<file path="config.mk">
export PLATFORM = sky130hd
export DESIGN_NAME = systolic_input_feeder
export DESIGN_NICKNAME = d
export VERILOG_FILES = /design/src/rtl/feeder_pkg.sv /design/src/rtl/feeder_row_buffer.sv /design/src/rtl/systolic_input_feeder.sv
export SDC_FILE = /design/constraint.sdc
export NUM_CORES = 1
export LEC_CHECK = 0
export BUFFER_PORTS_ARGS = -buffer_cell sky130_fd_sc_hd__buf_2
export CORE_MARGIN = 1.5
export CORE_UTILIZATION = 60
export CTS_CLUSTER_SIZE = 10
export DETAILED_ROUTE_END_ITERATION = 12
export MAX_ROUTING_LAYER = met4
export PLACE_DENSITY = 0.84
export REMOVE_ABC_BUFFERS = 1
export SETUP_SLACK_MARGIN = 0.02
export SYNTH_ARGS = -nofsm -noshare
export SYNTH_HDL_FRONTEND = slang
export SYNTH_SLANG_ARGS = --single-unit
</file>
<file path="constraint.sdc">
create_clock -name clk -period 8.3 [get_ports clk]
set_clock_uncertainty 0.2 [all_clocks]
set_input_delay 1.245 -clock clk [delete_from_list [all_inputs] [get_ports clk]]
set_output_delay 1.245 -clock clk [all_outputs]
set_load 0.02 [all_outputs]
</file>
<file path="src/rtl/feeder_pkg.sv">
// Shared types and helpers for the systolic input feeder.
package feeder_pkg;

  typedef enum logic [2:0] {
    IDLE,
    LOAD,
    READY,
    STREAM,
    DRAIN
  } state_e;

  localparam int FEEDER_DATA_W = 16;

  function automatic int laneLsb(input int lane, input int width);
    return lane * width;
  endfunction

endpackage

</file>
<file path="src/rtl/feeder_row_buffer.sv">
// N x N activation store: one full-row write port, N independent element read ports.
module feeder_row_buffer
  import feeder_pkg::*;
#(
  parameter int DATA_W = FEEDER_DATA_W,
  parameter int N      = 2,
  parameter int IW     = 1
) (
  input  logic              clk_i,
  input  logic              reset_i,
  input  logic              wrEn_i,
  input  logic [IW-1:0]     wrRow_i,
  input  logic [N*DATA_W-1:0] wrData_i,
  input  logic [N*IW-1:0]   rdRow_i,
  input  logic [N*IW-1:0]   rdCol_i,
  output logic [N*DATA_W-1:0] rdData_o
);

  logic [N*DATA_W-1:0] mem_q [N];

  always_ff @(posedge clk_i) begin
    if (reset_i) begin
      for (int r = 0; r < N; r++) mem_q[r] <= '0;
    end else if (wrEn_i) begin
      mem_q[wrRow_i] <= wrData_i;
    end
  end

  always_comb begin
    rdData_o = '0;
    for (int i = 0; i < N; i++) begin
      rdData_o[laneLsb(i, DATA_W) +: DATA_W] =
        mem_q[rdRow_i[i*IW +: IW]][laneLsb(int'(rdCol_i[i*IW +: IW]), DATA_W) +: DATA_W];
    end
  end

endmodule

</file>
<file path="src/rtl/systolic_input_feeder.sv">
// Buffers an N x N activation matrix and streams it diagonally skewed into the array.
// Define FEEDER_TRANSPOSE_EN to stream columns of A per lane instead of rows.
module systolic_input_feeder
  import feeder_pkg::*;
#(
  parameter int DATA_W       = FEEDER_DATA_W,
  parameter int N            = 2,
  parameter int DRAIN_CYCLES = 3
) (
  input  logic                clk,
  input  logic                reset,
  input  logic                in_valid,
  output logic                in_ready,
  input  logic [N*DATA_W-1:0] in_row,
  input  logic                start,
  output logic                busy,
  output logic                done,
  output logic [N*DATA_W-1:0] a_out,
  output logic                a_valid
);

  localparam int IW = (N > 1) ? $clog2(N) : 1;
  localparam int RW = $clog2(N + 1);
  localparam int TW = $clog2(2 * N - 1) + 1;
  localparam int DW = $clog2(DRAIN_CYCLES + 1) + 1;

  localparam logic [RW-1:0] ROW_LAST   = RW'(N - 1);
  localparam logic [RW-1:0] ROWS_FULL  = RW'(N);
  localparam logic [TW-1:0] T_LAST     = TW'(2 * N - 2);
  localparam logic [DW-1:0] DRAIN_LAST = DW'(DRAIN_CYCLES);

  state_e              state_q, state_d;
  logic [RW-1:0]       rowCnt_q, rowCnt_d;
  logic [TW-1:0]       t_q, t_d;
  logic [DW-1:0]       drain_q, drain_d;
  logic                inReady_q, inReady_d;
  logic                busy_q, busy_d;
  logic                done_q, done_d;
  logic                aValid_q, aValid_d;
  logic [N*DATA_W-1:0] aOut_q, aOut_d;

  logic                wrEn;
  logic [N*IW-1:0]     rdRow, rdCol;
  logic [N*DATA_W-1:0] rdData, skewOut;
  logic [N-1:0]        laneOn;
  logic [IW-1:0]       skewK;

  assign wrEn = in_valid & inReady_q;

  feeder_row_buffer #(.DATA_W(DATA_W), .N(N), .IW(IW)) u_buf (
    .clk_i   (clk),
    .reset_i (reset),
    .wrEn_i  (wrEn),
    .wrRow_i (IW'(rowCnt_q)),
    .wrData_i(in_row),
    .rdRow_i (rdRow),
    .rdCol_i (rdCol),
    .rdData_o(rdData)
  );

  // Lane i sees element t-i of its row (or column) while that index is inside the matrix.
  always_comb begin
    rdRow   = '0;
    rdCol   = '0;
    laneOn  = '0;
    skewK   = '0;
    skewOut = '0;
    for (int i = 0; i < N; i++) begin
      laneOn[i] = (int'(t_q) >= i) && (int'(t_q) - i < N);
      skewK     = IW'(int'(t_q) - i);
`ifdef FEEDER_TRANSPOSE_EN
      rdRow[i*IW +: IW] = skewK;
      rdCol[i*IW +: IW] = IW'(i);
`else
      rdRow[i*IW +: IW] = IW'(i);
      rdCol[i*IW +: IW] = skewK;
`endif
      if (laneOn[i]) skewOut[laneLsb(i, DATA_W) +: DATA_W] = rdData[laneLsb(i, DATA_W) +: DATA_W];
    end
  end

  always_comb begin
    state_d  = state_q;
    rowCnt_d = rowCnt_q;
    t_d      = t_q;
    drain_d  = drain_q;
    aOut_d   = '0;
    aValid_d = 1'b0;
    done_d   = 1'b0;
    case (state_q)
      IDLE, LOAD: begin
        if (wrEn) begin
          rowCnt_d = rowCnt_q + RW'(1);
          state_d  = (rowCnt_q == ROW_LAST) ? READY : LOAD;
        end
      end
      READY: begin
        if (start) begin
          state_d = STREAM;
          t_d     = '0;
        end
      end
      STREAM: begin
        aValid_d = 1'b1;
        aOut_d   = skewOut;
        if (t_q == T_LAST) begin
          state_d = DRAIN;
          drain_d = '0;
        end else begin
          t_d = t_q + TW'(1);
        end
      end
      DRAIN: begin
        // The extra DRAIN step after the zero cycles is the done cycle itself.
        if (drain_q == DRAIN_LAST) begin
          state_d  = IDLE;
          done_d   = 1'b1;
          rowCnt_d = '0;
        end else begin
          aValid_d = 1'b1;
          drain_d  = drain_q + DW'(1);
        end
      end
      default: state_d = IDLE;
    endcase
    inReady_d = ((state_d == IDLE) || (state_d == LOAD)) && (rowCnt_d < ROWS_FULL);
    busy_d    = (state_d == STREAM) || (state_d == DRAIN);
  end

  always_ff @(posedge clk) begin
    if (reset) begin
      state_q   <= IDLE;
      rowCnt_q  <= '0;
      t_q       <= '0;
      drain_q   <= '0;
      inReady_q <= 1'b0;
      busy_q    <= 1'b0;
      done_q    <= 1'b0;
      aValid_q  <= 1'b0;
      aOut_q    <= '0;
    end else begin
      state_q   <= state_d;
      rowCnt_q  <= rowCnt_d;
      t_q       <= t_d;
      drain_q   <= drain_d;
      inReady_q <= inReady_d;
      busy_q    <= busy_d;
      done_q    <= done_d;
      aValid_q  <= aValid_d;
      aOut_q    <= aOut_d;
    end
  end

  assign in_ready = inReady_q;
  assign busy     = busy_q;
  assign done     = done_q;
  assign a_valid  = aValid_q;
  assign a_out    = aOut_q;

endmodule

</file>
==> results.json <==
{
  "crit_end": "a_out[24]",
  "grt_pass1_vias": 2437,
  "synthFlopType": "edfxtp_1",
  "die_w_um": 88.0,
  "tightestPinTransition_ps": 1100,
  "top_usage_layer": "met2",
  "vias": 2608,
  "async_flop_share_pct": 0,
  "drc_errors": 0,
  "initial_utilization_pct": 63.1,
  "synth.largest_area_cell": "edfxtp_1",
  "ctsResizeCount": 0,
  "layout-drive-gt1-share_pct": 23.5,
  "min_period_ps": 2940,
  "hold_viol": 0,
  "vdd_drop_max_uv": 121,
  "critical_path_arrival_ps": 3040,
  "cts_sinks": 111,
  "gp_congestion": 0.818,
  "dp_hpwl_um": 4850,
  "crit_path_end_kind": "flop",
  "grtUsageMet1_pct": 23.9,
  "fin_util_pct": 72.1,
  "dr.first_iter.drc_count": 105,
  "cts_tree": "built",
  "ys_seq_area_share_pct": 66.1,
  "clockBufferDepth": 2,
  "grt-ovfl-total": 0,
  "maxSlewHeadroom_pct": 26.6,
  "cts-htree-levels": 3,
  "nFillCells": 491,
  "drt-vias-per-instance": 5.16,
  "syn_area_sq_um": 4330,
  "grtUsageMet2_pct": 33.7,
  "insertion_delay_ps": 370,
  "grt_max_degree": 39,
  "post-route-period-util_pct": 35.5,
  "grt_pass1_wl_um": 11300,
  "row_count": 30,
  "synth_common_cells": "64 x and2_1, 64 x edfxtp_1, 47 x dfxtp_1, 38 x nor2_1, 35 x mux2i_1",
  "synth.top_cell.area_share_pct": 44.4,
  "fin_setup_tns_ps": 0,
  "criticalPathCategory": "flop to flop",
  "die_h_um": 88.0,
  "reg2reg_slack_ps": 5360,
  "ys_seq_elements": 111,
  "final_nets": 448,
  "synth_cells": 337,
  "total_leakage_power_nw": 1.95,
  "core_sq_um": 6870,
  "power_density_nw_per_um2": 194,
  "report.final.slew_viol_count": 0,
  "cp_slowest_cell": "dfxtp_2",
  "postCtsSetupBuffers": 0,
  "wl_um": 7150,
  "grt_util_met3_pct": 7.82,
  "synthDistinctLibCells": 36,
  "antenna_found_initial": 0,
  "crit_path_frequent_cell": "ha_1",
  "cts_buffers": 9,
  "crit_fanout": 38,
  "antenna_cells": 0,
  "hold_buffers": 0,
  "reg2reg_from": "t_q[0]",
  "max_cap_violations": 0,
  "startpoint_type": "flop",
  "routedWlPerCell_um": 14.2,
  "synthTopCellsByArea": "edfxtp_1 44%, dfxtp_1 22%, and2_1 9.2%",
  "avgSynthCellArea_sq_um": 12.9,
  "io_pins": 72,
  "path_cells": "inv_1 > ha_1 > ha_1 > nand2_1 > a221o_1 > nor2_1",
  "portBuffers": 71,
  "grtUsageTotal_pct": 20.8,
  "ant_nets": 0,
  "worstSetupStartpoint": "t_q[0]",
  "reg2regPathDepth": 6,
  "yosys_warnings": 0,
  "clock.fmax_mhz": 340,
  "crit_required_ps": 8390,
  "min_path_type": "flop to flop",
  "outcome": "completed",
  "cts_root_buf": "clkbuf_8",
  "clk_pin_slew_ps": 100,
  "rsz0062_at_grt": "no",
  "die-area_sq_um": 7740,
  "drtPass1Iterations": 4,
  "setup_viol": 0,
  "r2r_end": "a_out[24]",
  "critPathMaxStageDelay_ps": 1070,
  "synth-edff-count": 64,
  "area_delta_synth_final_pct": 14.4
}
sequential cells by signal (all words and copies together), names as in the netlist:
name and count:
busy 1, state_q 3, a_out 32, u_buf.mem_q 64
drain_q 3, in_ready 1, t_q 3, a_valid 1
rowCnt_q 2, done 1
per-layer routing:
layer,part of all wire (%),vias to the layer above
met5,0,-
met4,1.4,0
met3,5.1,9
met2,51,61
met1,43,1239
li1,-,1299
placed cells by master (no fill, tap or decap), types with 2 or more instances in the layout:
master       n
a21oi_1      9
and2_1      64
buf_2       71
buf_4        2
clkbuf_8     9
clkinvlp_4   2
dfxtp_1     46
edfxtp_1    64
ha_1         8
inv_1        7
inv_6        2
mux2i_1     35
nand2_1      6
nand2b_1     3
nand3_1      5
nand4bb_1    5
nor2_1      38
o211ai_1     2
o21ai_0      2
or2_0        2
or2_2        2
or3_1        4
worst min-delay path by stage:
stage / depth (start not counted) / slack (ps) / to / from
final: 2 / 280 / drain_q[1] / drain_q[1]
after global placement: 2 / 250 / drain_q[2] / drain_q[2]
after global routing: 2 / 300 / drain_q[1] / drain_q[1]
after CTS: 2 / 280 / drain_q[1] / drain_q[1]
after floorplan: 2 / 240 / drain_q[2] / drain_q[2]
after detailed placement: 2 / 270 / drain_q[1] / drain_q[1]
where the power goes:
part	leakage (nW)	internal [W]	total [W]	switching [W]
sequential	1.05	0.000604	0.000613	0.00000909
combinational	0.807	0.0000189	0.0000453	0.0000264
clock	0.0909	0.000115	0.000301	0.000186
total	1.95	0.000738	0.000959	0.000221
critical path: cells and delay by family (launching register included):
kind	cells	cell delay, ps
adder cells (fa/ha/maj)	2	530
buffers and inverters	1	160
AO/OA/AOI/OAI	1	600
flip-flops	1	1070
AND/OR/NAND/NOR	2	290
layout make-up:
class | instances | area (sq um) | area share (%)
tap | 96 | 120 | 2.42
multi-input combinational | 201 | 1380 | 27.9
timing repair buffer | 73 | 370 | 7.47
clock inverter | 7 | 65.1 | 1.31
sequential | 111 | 2860 | 57.8
inverter | 8 | 30.0 | 0.606
clock buffer | 9 | 124 | 2.50
kinds of logic after synthesis:
group           after synthesis  share of synthesized area, %
compound gates               18                          2.51
fa+ha+maj                     8                          2.31
buf+inv                      25                          2.51
flops                       111                          66.1
mux                          35                          8.09
simple gates                140                          18.5
stage by stage:
step | setup slack, ps | hold slack (ps) | area, sq um | instances | total power [W]
after global routing | 5150 | 305 | 4950 | 505 | 0.000995
after detailed placement | 5100 | 268 | 4770 | 489 | 0.000671
after global placement | 5160 | 249 | 4770 | 489 | 0.000668
after floorplan | 4010 | 238 | 4250 | 320 | 0.000649
after CTS | 5350 | 283 | 4950 | 505 | 0.000965
final | 5360 | 284 | 4950 | 505 | 0.000959
Power figures use the tool's default switching activity.
